===== src/rtl/aurora_pkt_io_block.sv =====
// Programmed-I/O test engine for one Aurora AXI-stream channel: host-loaded TX
// packet generator, RX capture FIFO and TX->RX latency meter behind the io_* bus.
module aurora_pkt_io_block #(
    parameter int DATA_W   = 32,
    parameter int TX_DEPTH = 8,
    parameter int RX_DEPTH = 16
) (
    input  logic                  io_clk,
    input  logic                  reset,
    input  logic                  io_sel,
    input  logic                  io_sync,
    input  logic [15:0]           io_addr,
    input  logic                  io_rd_en,
    input  logic                  io_wr_en,
    input  logic [31:0]           io_wr_data,
    output logic [31:0]           io_rd_data,
    output logic                  io_rd_ack,
    input  logic                  channel_up,
    output logic [DATA_W-1:0]     tx_data,
    output logic                  tx_tvalid,
    input  logic                  tx_tready,
    output logic [DATA_W/8-1:0]   tx_tkeep,
    output logic                  tx_tlast,
    input  logic [DATA_W-1:0]     rx_data,
    input  logic                  rx_tvalid,
    input  logic                  rx_tlast
);
    localparam int TIW = $clog2(TX_DEPTH);
    localparam int LW  = TIW + 1;
    localparam int RIW = $clog2(RX_DEPTH);
    localparam int CW  = RIW + 1;
    localparam int KW  = DATA_W / 8;

    localparam logic [15:0]   A_CTRL    = 16'h0000;
    localparam logic [15:0]   A_LEN     = 16'h0001;
    localparam logic [15:0]   A_STAT    = 16'h0002;
    localparam logic [15:0]   A_RXPOP   = 16'h0003;
    localparam logic [15:0]   A_LAT     = 16'h0004;
    localparam logic [15:0]   A_TXPKT   = 16'h0005;
    localparam logic [15:0]   A_RXPKT   = 16'h0006;
    localparam logic [15:0]   BUF_BASE  = 16'h0100;
    localparam logic [15:0]   BUF_END   = 16'(256 + TX_DEPTH);
    localparam logic [LW-1:0] LEN_MAX   = LW'(TX_DEPTH);
    localparam logic [CW-1:0] FIFO_FULL = CW'(RX_DEPTH);

    typedef enum logic [1:0] {
        ST_IDLE = 2'd0,
        ST_SEND = 2'd1,
        ST_GAP  = 2'd2
    } state_t;

    state_t          state_q, state_d;
    logic [TIW-1:0]  idx_q, idx_d;
    logic [LW-1:0]   len_q, len_d;
    logic            loop_q, loop_d;
    logic [31:0]     txpkt_q, txpkt_d;
    logic [31:0]     rxpkt_q, rxpkt_d;
    logic [31:0]     lat_q, lat_d;
    logic [31:0]     lat_cnt_q, lat_cnt_d;
    logic            lat_run_q, lat_run_d;
    logic [RIW-1:0]  wr_ptr_q, wr_ptr_d;
    logic [RIW-1:0]  rd_ptr_q, rd_ptr_d;
    logic [CW-1:0]   rx_cnt_q, rx_cnt_d;
    logic            ovf_q, ovf_d;
    logic            udf_q, udf_d;
    logic [31:0]     rd_data_q, rd_data_d;
    logic            rd_ack_q, rd_ack_d;

    logic [DATA_W-1:0] tx_buf [TX_DEPTH];
    logic [DATA_W-1:0] rx_mem [RX_DEPTH];

    logic           wr_s, rd_s, ctrl_wr_s, go_s, rx_clr_s, tx_busy_s;
    logic           buf_hit_s, buf_we_s;
    logic [TIW-1:0] buf_idx_s;
    logic           beat_s, last_s, start_s;
    logic           fifo_empty_s, fifo_full_s, pop_req_s, pop_s, push_s;
    logic [31:0]    rd_val_s;

    // Bus decode: one access per io_sel & io_sync strobe; buffer base is index-aligned
    always_comb begin
        wr_s      = io_sel & io_sync & io_wr_en;
        rd_s      = io_sel & io_sync & io_rd_en;
        ctrl_wr_s = wr_s & (io_addr == A_CTRL);
        go_s      = ctrl_wr_s & io_wr_data[0];
        rx_clr_s  = ctrl_wr_s & io_wr_data[2];
        tx_busy_s = (state_q != ST_IDLE);
        buf_hit_s = (io_addr >= BUF_BASE) && (io_addr < BUF_END);
        buf_idx_s = io_addr[TIW-1:0];
        buf_we_s  = wr_s & buf_hit_s & ~tx_busy_s;
    end

    // TX sequencer, LOOP/LEN registers and stream outputs
    always_comb begin
        state_d = state_q;
        idx_d   = idx_q;
        txpkt_d = txpkt_q;
        loop_d  = loop_q;
        len_d   = len_q;
        beat_s  = (state_q == ST_SEND) & tx_tready;
        last_s  = ({1'b0, idx_q} == (len_q - LW'(1)));

        if (ctrl_wr_s) begin
            loop_d = io_wr_data[1];
        end else begin
            loop_d = loop_q;
        end

        if (wr_s && (io_addr == A_LEN) && !tx_busy_s) begin
            if (io_wr_data == 32'd0) begin
                len_d = LW'(1);
            end else if (io_wr_data > 32'(TX_DEPTH)) begin
                len_d = LEN_MAX;
            end else begin
                len_d = io_wr_data[LW-1:0];
            end
        end else begin
            len_d = len_q;
        end

        case (state_q)
            ST_IDLE: begin
                if (go_s && channel_up) begin
                    state_d = ST_SEND;
                    idx_d   = {TIW{1'b0}};
                end else begin
                    state_d = ST_IDLE;
                end
            end
            ST_SEND: begin
                if (beat_s && last_s) begin
                    txpkt_d = txpkt_q + 32'd1;
                    idx_d   = {TIW{1'b0}};
                    state_d = loop_q ? ST_GAP : ST_IDLE;
                end else if (beat_s) begin
                    idx_d = idx_q + TIW'(1);
                end else begin
                    idx_d = idx_q;
                end
            end
            ST_GAP: begin
                if (loop_q && channel_up) begin
                    state_d = ST_SEND;
                    idx_d   = {TIW{1'b0}};
                end else begin
                    state_d = ST_IDLE;
                end
            end
            default: begin
                state_d = ST_IDLE;
                idx_d   = {TIW{1'b0}};
            end
        endcase

        tx_tvalid = (state_q == ST_SEND);
        tx_data   = tx_tvalid ? tx_buf[idx_q] : {DATA_W{1'b0}};
        tx_tlast  = tx_tvalid & last_s;
        tx_tkeep  = tx_tvalid ? {KW{1'b1}} : {KW{1'b0}};
    end

    // Latency meter: a start in the same cycle as rx_tvalid measures zero
    always_comb begin
        lat_d     = lat_q;
        lat_cnt_d = lat_cnt_q;
        lat_run_d = lat_run_q;
        start_s   = beat_s & (idx_q == {TIW{1'b0}});
        if (start_s) begin
            if (rx_tvalid) begin
                lat_d     = 32'd0;
                lat_cnt_d = 32'd0;
                lat_run_d = 1'b0;
            end else begin
                lat_cnt_d = 32'd1;
                lat_run_d = 1'b1;
            end
        end else if (lat_run_q) begin
            if (rx_tvalid) begin
                lat_d     = lat_cnt_q;
                lat_run_d = 1'b0;
            end else if (lat_cnt_q != 32'hFFFF_FFFF) begin
                lat_cnt_d = lat_cnt_q + 32'd1;
            end else begin
                lat_cnt_d = lat_cnt_q;
            end
        end else begin
            lat_d = lat_q;
        end
    end

    // RX capture FIFO; a full FIFO still accepts a push when popped in the same cycle
    always_comb begin
        fifo_empty_s = (rx_cnt_q == {CW{1'b0}});
        fifo_full_s  = (rx_cnt_q == FIFO_FULL);
        pop_req_s    = rd_s & (io_addr == A_RXPOP);
        pop_s        = pop_req_s & ~fifo_empty_s & ~rx_clr_s;
        push_s       = rx_tvalid & ~rx_clr_s & (~fifo_full_s | pop_s);
        wr_ptr_d     = wr_ptr_q;
        rd_ptr_d     = rd_ptr_q;
        rx_cnt_d     = rx_cnt_q;
        ovf_d        = ovf_q;
        udf_d        = udf_q;
        rxpkt_d      = rxpkt_q + 32'(rx_tvalid & rx_tlast);

        if (rx_clr_s) begin
            wr_ptr_d = {RIW{1'b0}};
            rd_ptr_d = {RIW{1'b0}};
            rx_cnt_d = {CW{1'b0}};
            ovf_d    = 1'b0;
            udf_d    = 1'b0;
        end else begin
            wr_ptr_d = push_s ? (wr_ptr_q + RIW'(1)) : wr_ptr_q;
            rd_ptr_d = pop_s ? (rd_ptr_q + RIW'(1)) : rd_ptr_q;
            case ({push_s, pop_s})
                2'b10:   rx_cnt_d = rx_cnt_q + CW'(1);
                2'b01:   rx_cnt_d = rx_cnt_q - CW'(1);
                default: rx_cnt_d = rx_cnt_q;
            endcase
            ovf_d = ovf_q | (rx_tvalid & fifo_full_s & ~pop_s);
            udf_d = udf_q | (pop_req_s & fifo_empty_s);
        end
    end

    // Read-back mux and registered read response
    always_comb begin
        rd_val_s = 32'd0;
        case (io_addr)
            A_CTRL:  rd_val_s = {30'd0, loop_q, 1'b0};
            A_LEN:   rd_val_s = 32'(len_q);
            A_STAT:  rd_val_s = {tx_busy_s, tx_tready, channel_up, ovf_q, udf_q,
                                 11'd0, 16'(rx_cnt_q)};
            A_RXPOP: rd_val_s = fifo_empty_s ? 32'd0 : 32'(rx_mem[rd_ptr_q]);
            A_LAT:   rd_val_s = lat_q;
            A_TXPKT: rd_val_s = txpkt_q;
            A_RXPKT: rd_val_s = rxpkt_q;
            default: begin
                if (buf_hit_s) begin
                    rd_val_s = 32'(tx_buf[buf_idx_s]);
                end else begin
                    rd_val_s = 32'd0;
                end
            end
        endcase
        rd_ack_d  = rd_s;
        rd_data_d = rd_s ? rd_val_s : rd_data_q;
    end

    assign io_rd_data = rd_data_q;
    assign io_rd_ack  = rd_ack_q;

    // Control and status state with synchronous active-low reset
    always_ff @(posedge io_clk) begin
        if (!reset) begin
            state_q   <= ST_IDLE;
            idx_q     <= {TIW{1'b0}};
            len_q     <= LW'(1);
            loop_q    <= 1'b0;
            txpkt_q   <= 32'd0;
            rxpkt_q   <= 32'd0;
            lat_q     <= 32'd0;
            lat_cnt_q <= 32'd0;
            lat_run_q <= 1'b0;
            wr_ptr_q  <= {RIW{1'b0}};
            rd_ptr_q  <= {RIW{1'b0}};
            rx_cnt_q  <= {CW{1'b0}};
            ovf_q     <= 1'b0;
            udf_q     <= 1'b0;
            rd_data_q <= 32'd0;
            rd_ack_q  <= 1'b0;
        end else begin
            state_q   <= state_d;
            idx_q     <= idx_d;
            len_q     <= len_d;
            loop_q    <= loop_d;
            txpkt_q   <= txpkt_d;
            rxpkt_q   <= rxpkt_d;
            lat_q     <= lat_d;
            lat_cnt_q <= lat_cnt_d;
            lat_run_q <= lat_run_d;
            wr_ptr_q  <= wr_ptr_d;
            rd_ptr_q  <= rd_ptr_d;
            rx_cnt_q  <= rx_cnt_d;
            ovf_q     <= ovf_d;
            udf_q     <= udf_d;
            rd_data_q <= rd_data_d;
            rd_ack_q  <= rd_ack_d;
        end
    end

    // Packet buffer and FIFO storage carry no reset
    always_ff @(posedge io_clk) begin
        if (buf_we_s) begin
            tx_buf[buf_idx_s] <= io_wr_data[DATA_W-1:0];
        end
        if (push_s) begin
            rx_mem[wr_ptr_q] <= rx_data;
        end
    end

endmodule

===== config.mk =====
export PLATFORM = sky130hd
export DESIGN_NAME = aurora_pkt_io_block
export DESIGN_NICKNAME = d
export VERILOG_FILES = /design/src/rtl/aurora_pkt_io_block.sv
export SDC_FILE = /design/constraint.sdc
export NUM_CORES = 1
export LEC_CHECK = 0
export CORE_MARGIN = 1
export CORE_UTILIZATION = 60
export DETAILED_ROUTE_END_ITERATION = 8
export GPL_TIMING_DRIVEN = 0
export PLACE_DENSITY = 0.76
export SLEW_MARGIN = 20
export SYNTH_ARGS = -nofsm -noshare
export SYNTH_HDL_FRONTEND = slang
export SYNTH_SLANG_ARGS = --single-unit

===== constraint.sdc =====
create_clock -name io_clk -period 9.3 [get_ports io_clk]
set_clock_uncertainty 0.2 [all_clocks]
set_input_delay 2.79 -clock io_clk [delete_from_list [all_inputs] [get_ports io_clk]]
set_output_delay 2.79 -clock io_clk [all_outputs]
set_load 0.01 [all_outputs]

# Yosys cells after proc, flatten, opt, wreduce, memory -nomap -nowiden
# Memories as Yosys holds them, arrays and structs flattened. A register that Yosys moved wholly into a read port is not among the register bits.
# Index checks and enable logic that the tools add are counted.
# word_totals
latchBits,0
memories,2
elab_cells,138
register_bits,187
rom_bits,0
ramBits,768
# classes
n_addsub,9
eq_ne,20
multipliers,0
n_mux,38
div_mod_pow,0
n_bitwise,29
shifts,0
n_reduce_logical,21
magnitude_cmp,3
# memory_table
name,words,width,read_ports,rd_clocked_by_memory_dff,write_ports,line_no,text
rx_mem,16,32,1,1,1,70,logic [DATA_W-1:0] rx_mem [RX_DEPTH];
tx_buf,8,32,2,1,1,69,logic [DATA_W-1:0] tx_buf [TX_DEPTH];
# op_table
cell,count
32-bit two-way mux,11
32-bit case mux with 7 select lines,1
32-bit by 1-bit adder with 32-bit output (second input constant),2
16-bit by 3-bit == test with 1-bit output (second input constant),3
32-bit by 1-bit adder with 32-bit output,1
16-bit by 2-bit == test with 1-bit output (second input constant),2
32-bit by 4-bit > comparator with 1-bit output (second input constant),1
32-bit zero test,1
32-bit != test (second input constant),1
1-bit AND,20
4-bit two-way mux,5
3-bit two-way mux,6
16-bit by 1-bit == test with 1-bit output (second input constant),1
16-bit by 9-bit greater-or-equal comparator with 1-bit output (second input constant),1
16-bit zero test,1
16-bit by 9-bit less-than comparator with 1-bit output (second input constant),1
1-bit two-way mux,10
5-bit case mux with 2 select lines,1
3-bit case mux with 3 select lines,1
3-bit AND reduction,3
4-bit by 1-bit adder with 4-bit output (second input constant),2
2-bit != test (second input constant),4
2-bit nonzero test,4
1-bit logical AND,6
other kinds (20),31

# Longest topological paths before layout
# Gate-level depths: netlist (run 1).
# logic_depth
word_depth,10
depth_mapped,12
ltp_nobuf,11

# Worst setup path after synthesis (run 1)
# OpenSTA, ideal clock, no wires.
# synth_path
path_kind,input to register
startpoint,input port io_addr[9]
endpoint,memory tx_buf[0][0] (enable)
setup_ps,501
setup_slack_ps,1633
required_ps,8599
cell_stages,6
arrival_ps,6966
n_path_buf,1
path_cell_list,nor4_2 nand3_1 nor2_1 buf_2 nand2_1 nor4_1
# synth_via
elab_chain_cells,6
elab_cells_between_ends,7
classes_between,2 x order compare; 2 x mux; 2 x bitwise; 1 x reduce/logical
# synth_rtl
element,line_no,text
from (decl),12,"input logic [15:0] io_addr,"
16-bit by 9-bit greater-or-equal comparator with 1-bit output / 16-bit by 9-bit less-than comparator with 1-bit output (equally long branches),87,buf_hit_s = (io_addr >= BUF_BASE) && (io_addr < BUF_END);
1-bit logical AND (*),87,
1-bit AND (*) (2 in series),89,buf_we_s = wr_s & buf_hit_s & ~tx_busy_s;
1-bit two-way mux (*),290,if (buf_we_s) begin
1-bit two-way mux (implied by the code) (*),291,tx_buf[buf_idx_s] <= io_wr_data[DATA_W-1:0];
to (decl),69,
# Mark *: on every way between the ends. The rest lies on a longest branch, timed or not.

==> results of run 1 <==
[state kept, by name (all words and copies together) (netlist names), 2 cells and up, named ones only]
signal      count
idx_q           3
io_rd_data     32
lat_cnt_q      32
lat_q          32
len_q           4
rd_ptr_q        4
rx_cnt_q        5
rx_mem        512
rxpkt_q        32
state_q         2
tx_buf        256
txpkt_q        32
wr_ptr_q        4
[cell usage in the layout (no fill, tap or decap), drive strengths merged, types with 31 or more instances in the layout]
master,n
mux2i,68
clkbuf,226
nand2,147
nand4,31
o211ai,31
dfxtp,194
xnor2,36
xor2,56
o21ai,52
clkdlybuf4s50,157
buf,144
mux2,58
edfxtp,768
nor2,243
mux4,261
a21oi,52
nand3,53
[cells in the mapped netlist (3+ instances only)]
master	number	share of area (%)
dfxtp_1	194	9.6
nor4_2	8	0.25
o31a_1	6	0.13
and3_1	18	0.28
o21ai_1	4	0.050
nand2_1	147	1.4
mux4_2	261	15
a32oi_1	3	0.065
o21ai_0	47	0.58
xor2_1	56	1.2
edfxtp_1	768	57
a41oi_1	22	0.48
a221oi_1	10	0.22
buf_6	5	0.14
clkbuf_1	84	0.78
xnor2_1	36	0.78
nor2_1	242	2.2
or3_1	6	0.093
a22oi_1	6	0.11
nor3_1	25	0.31
nand3_1	53	0.66
a31oi_1	11	0.17
and4_1	16	0.35
buf_1	19	0.18
mux2_2	58	1.6
mux2i_1	68	1.7
o211ai_1	31	0.58
buf_4	4	0.074
nand2b_1	11	0.17
nor4_1	11	0.17
nand4_1	31	0.48
inv_2	4	0.037
and2_1	8	0.12
a21oi_1	52	0.64
inv_1	14	0.13
nor3_2	4	0.099
ha_1	15	0.46
buf_2	42	0.52
a222oi_1	29	0.72
nor2b_1	6	0.093
[area by class of cell]
cell class	count	area, um2	area share, %
sequential	962	26950	56.79
multi-input combinational	1330	12880	27.15
clock buffer	142	2789	5.878
timing repair buffer	231	2626	5.535
tap	864	1081	2.278
buffer	154	683.2	1.440
clock inverter	39	365.4	0.7700
inverter	18	67.56	0.1424
antenna	3	7.507	0.01582
[power by group through the flow]
stage	clock, mW	combinational (mW)	sequential [mW]
4_1_cts	3.88	0.317	4.69
6_report	3.87	0.320	4.69
2_1_floorplan	0	0.130	4.78
5_1_grt	4.05	0.335	4.69
3_5_place_dp	0	0.315	4.79
3_3_place_gp	0	0.292	4.79
[kinds of logic after synthesis]
kind of cell    Yosys count  share of synthesized area [%]
mux                     387                          17.84
fa+ha+maj                16                         0.5138
simple gates            602                          7.110
flops                   962                          66.66
buf+inv                 172                          1.857
compound gates          232                          3.968
xor+xnor                 93                          2.049
[final timing paths]
kind | to | slack [ns] | cells after the start
hold reg to reg | state_q[1] | 0.29 | 2
setup / recovery | tx_data[2] | 2.80 | 6
setup reg to reg | rx_mem[2][14] | 6.06 | 10
hold / removal | state_q[1] | 0.29 | 2
[per-layer routing]
metal | part of all wire (%) | routed length [um] | vias up
met4 | 4.9 | 5455 | 6
met3 | 9.8 | 10890 | 273
met1 | 36 | 40130 | 12778
li1 | - | - | 10459
met2 | 49 | 54760 | 1517
met5 | 0.030 | 33 | -
[worst max-delay path: stages (launching register included)]
cell,delay (ns)
dfxtp_1,0.31
clkbuf_1,0.53
buf_2,0.50
mux4_2,0.57
mux2i_1,0.36
nor2_1,0.08
clkdlybuf4s50_1,0.50
==> flow_summary.toml, run 1 <==
[detailed_routing]
dr.pass1.iters = 8
vias = 25033
post-route-drc-count = 0
drt-initial-drc-count = 2879
wl_per_cell_um = 29.73
vias_per_cell = 6.688
ant_nets = 0
drt_wl_total_um = 111300

[timing]
period_minus_slack_ns = 6.497
fin_crit_sh_pct = 69.86
fmax_mhz = 153.9
holdWs_ns = 0.2854
slew_headroom_pct = 31.31
rsz0062_at_grt = "no"
setup-violations-final = 0
tns_ns = 0
worst_slew_pin_slew_ns = 1.030
slew_viol_final = 0
layout_setup_ws_ns = 2.803
finalHoldViolations = 0

[layout]
drive_gt1_share_pct = 22.04
fin_nets = 2899
syn2layout_area_growth_pct = 17.39
instances_no_fill = 3743
postLayoutCellArea_mm2 = 0.04745
final_util_pct = 71.66
fill_cells = 4038

[logic_synthesis]
synthArstFlopShare_pct = 0
syn_area_mm2 = 0.04042
ys_seq_area_share_pct = 66.66
ys_warn_count = 0
synthDistinctLibCells = 66
synth-edff-count = 768
synthCells = 2464
synthFlopType = "edfxtp_1"
syn_avg_cell_area_um2 = 16.41
synth-seq-cells = 962
syn-num-nets = 2570

[placement]
place_area_mm2 = 0.04429
place_congestion = 0.9514
pre_cts_ws_ns = 2.381
hpwl_um = 77500
io_buffers = 157
dpl.cell_count = 3559

[critical_path]
worstSetupStartpointType = "flop"
critPathMaxFanout = 10
crit_type = "reg -> out"
cp-end-kind = "primary output"
cp.arrival_ns = 3.51
worst-endpoint-required_ns = 6.31
reg2reg_from = "rx_cnt_q[0]"

[grt]
grt_pass1_vias = 24912
globalRouteOverflowTotal = 0
grt_max_degree = 19
track_usage_pct = 33.12
grt_pass1_wl_um = 162300
grt_use_met1_pct = 42.42
use_met3_pct = 6.688
grt-busiest-layer = "met2"
antenna_found_initial = 4
grt_use_met2_pct = 54.49

[min_path]
hold_class = "reg -> reg"
min_from = "loop_q"

[power]
p_total_mw = 8.881
cellPowerDensity_mw_per_mm2 = 187.2
p_int_mw = 7.024
power.switching_mw = 1.857
peakVddDrop_mv = 0.1750
leakage_nw = 14.77
netSwitchingFraction_pct = 20.91
p_comb_share_pct = 3.6
p_seq_share_pct = 52.9
p_clk_share_pct = 43.5

[die]
initial_core_util_pct = 61.05
core_mm2 = 0.06622
row_count = 94
io_pins = 161
die_width_um = 261.6
fp.dieH_um = 261.6
die_area_mm2 = 0.06841

[clock_network]
numCtsBuffers = 96
clock-root-buffer = "clkbuf_16"
hold_buffers = 0
cts_resized = 0
cts_buffer_depth = 3
clkLatencyLatePin_ns = 0.67
htreeDepth = 3
clkSinkCount = 962
postCtsSetupBuffers = 0
cts_tree = "yes"
cts.clk_slew.worst_paths_ns = 0.07

[run]
maxCapViolCount = 0

[status]
outcome = "completed"
(Power assumes the default switching activity.)
==> inputs of run 2 (changes only) <==
- CORE_UTILIZATION: 60 -> 55
- PLACE_DENSITY: 0.76 -> 0.73
- clock period: 9.3 -> 5.8 ns (I/O delays scaled with it)
==> flow_summary.toml, run 2 (synthesized netlist as in run 1, its figures left out) <==
[layout]
syn2layout_area_growth_pct = 18.12
final_util_pct = 65.56
fill_cells = 4927
multi_input_area_mm2 = 0.01291
postLayoutCellArea_mm2 = 0.04775
largestRegisters = "rx_mem x512, tx_buf x256"
layout_common_cells = "edfxtp_1, mux4_2, nor2_1, dfxtp_1, clkdlybuf4s50_1"
layout_commonest_cell = "edfxtp_1"
fin_nets = 2891
largest_reg_flops = 512
top_register = "rx_mem"
drive_gt1_share_pct = 21.88
seq_area_mm2 = 0.02695

[run]
maxCapViolCount = 0

[clock_network]
clkSinkCount = 962
cts.clk_slew.worst_paths_ns = 0.06
hold_buffers = 0
postCtsSetupBuffers = 0
clock-root-buffer = "clkbuf_16"
cts_tree = "yes"
cts_resized = 0
cts_buffer_depth = 3
clkLatencyLatePin_ns = 0.68
htreeDepth = 3
numCtsBuffers = 97

[timing]
fmax_mhz = 183.6
period_minus_slack_ns = 5.447
worst_slew_pin_slew_ns = 1.207
layout_setup_ws_ns = 0.3526
slew_headroom_pct = 19.56
setup-violations-final = 0
finalHoldViolations = 0
slew_viol_final = 0
rsz0062_at_grt = "no"
fin_crit_sh_pct = 93.92

[power]
leakage_nw = 14.77
peakVddDrop_mv = 0.2820
cellPowerDensity_mw_per_mm2 = 300.6

[detailed_routing]
drt-initial-drc-count = 3440
post-route-drc-count = 8
dr.pass1.iters = 9
vias = 24702
wl_per_cell_um = 28.85
ant_nets = 0
drt_wl_total_um = 110500
vias_per_cell = 6.450

[critical_path]
cp-end-kind = "primary output"
reg2reg_depth = 7
crit_type = "reg -> out"
cp.arrival_ns = 3.51
worst-endpoint-required_ns = 3.86
worstSetupStartpointType = "flop"
r2r-end = "io_rd_data[0]"
critPathMaxFanout = 10
ff2ff_setup_slack_ns = 2.56

[grt]
globalRouteOverflowTotal = 0
track_usage_pct = 30.00
grt_pass1_wl_um = 162000
antenna_found_initial = 5
grt_max_degree = 19
grt_pass1_vias = 24677

[placement]
pre_cts_ws_ns = -0.2766
place_area_mm2 = 0.04451
hpwl_um = 77230
io_buffers = 157
place_congestion = 0.9402

[die]
core_mm2 = 0.07283
io_pins = 161
initial_core_util_pct = 55.50
row_count = 99
die_width_um = 273.1
die_area_mm2 = 0.07458
fp.dieH_um = 273.1

[min_path]
whs_path_depth = 2
min_from = "loop_q"
hold_class = "reg -> reg"
holdPathEnd = "state_q[1]"

[status]
outcome = "complete, but fails checks"
violations = "DRC"
run 2: worst max path at each step:
stage                     from       endpoint  slack, ns  depth (start not counted)
CTS                       flop     tx_data[2]       0.33                          6
detailed placement  io_addr[6]  tx_buf[4][26]      -0.28                         10
floorplan           io_addr[9]   tx_buf[1][0]       0.02                          6
global placement    io_addr[6]  tx_buf[1][17]      -4.02                          7
finish                    flop     tx_data[0]       0.35                          6
global route              flop    tx_data[30]       0.24                          6
run 2: final cells by class:
class | count | share of cell area (%)
flip-flops and latches | 962 | 56.43
multi-input cells | 1330 | 27.04
repair buffers | 222 | 5.660
clock buffers | 125 | 5.453
well taps | 959 | 2.513
plain buffers | 154 | 1.431
clock inverters | 55 | 1.300
inverters | 18 | 0.1415
diodes | 5 | 0.02620
run 2: report_power, final:
group          internal (mW)  switching [mW]
combinational          0.201           0.309
clock                   3.60            2.71
sequential              7.50          0.0285
total                   11.3            3.05
run 2: stage by stage:
stage	power (mW)	setup TNS (ns)	instances	hold WS [ns]
after floorplan	7.876	0	2464	0.2378
after global placement	8.137	-1673.96	3580	0.2598
after detailed placement	8.175	-3.704	3645	0.2735
after CTS	14.39	0	3825	0.2915
after global routing	14.69	0	3826	0.3062
final	14.35	0	3830	0.2981
run 2: per-layer routing:
layer / track usage [%] / vias up / share of wire (%)
met3: 5.659 / 243 / 9.2
met5: 0 / - / 0.024
li1: - / 10462 / -
met4: 12.45 / 4 / 4.1
met1: 39.56 / 12615 / 38
met2: 49.23 / 1378 / 49
run 2: worst max-delay path, stage by stage, from the launching register on:
cell and delay (ns):
dfxtp_1 0.31, clkbuf_1 0.50, clkbuf_1 0.72, mux4_2 0.35, mux2i_1 0.08, nor2_1 0.27, clkdlybuf4s50_1 0.61
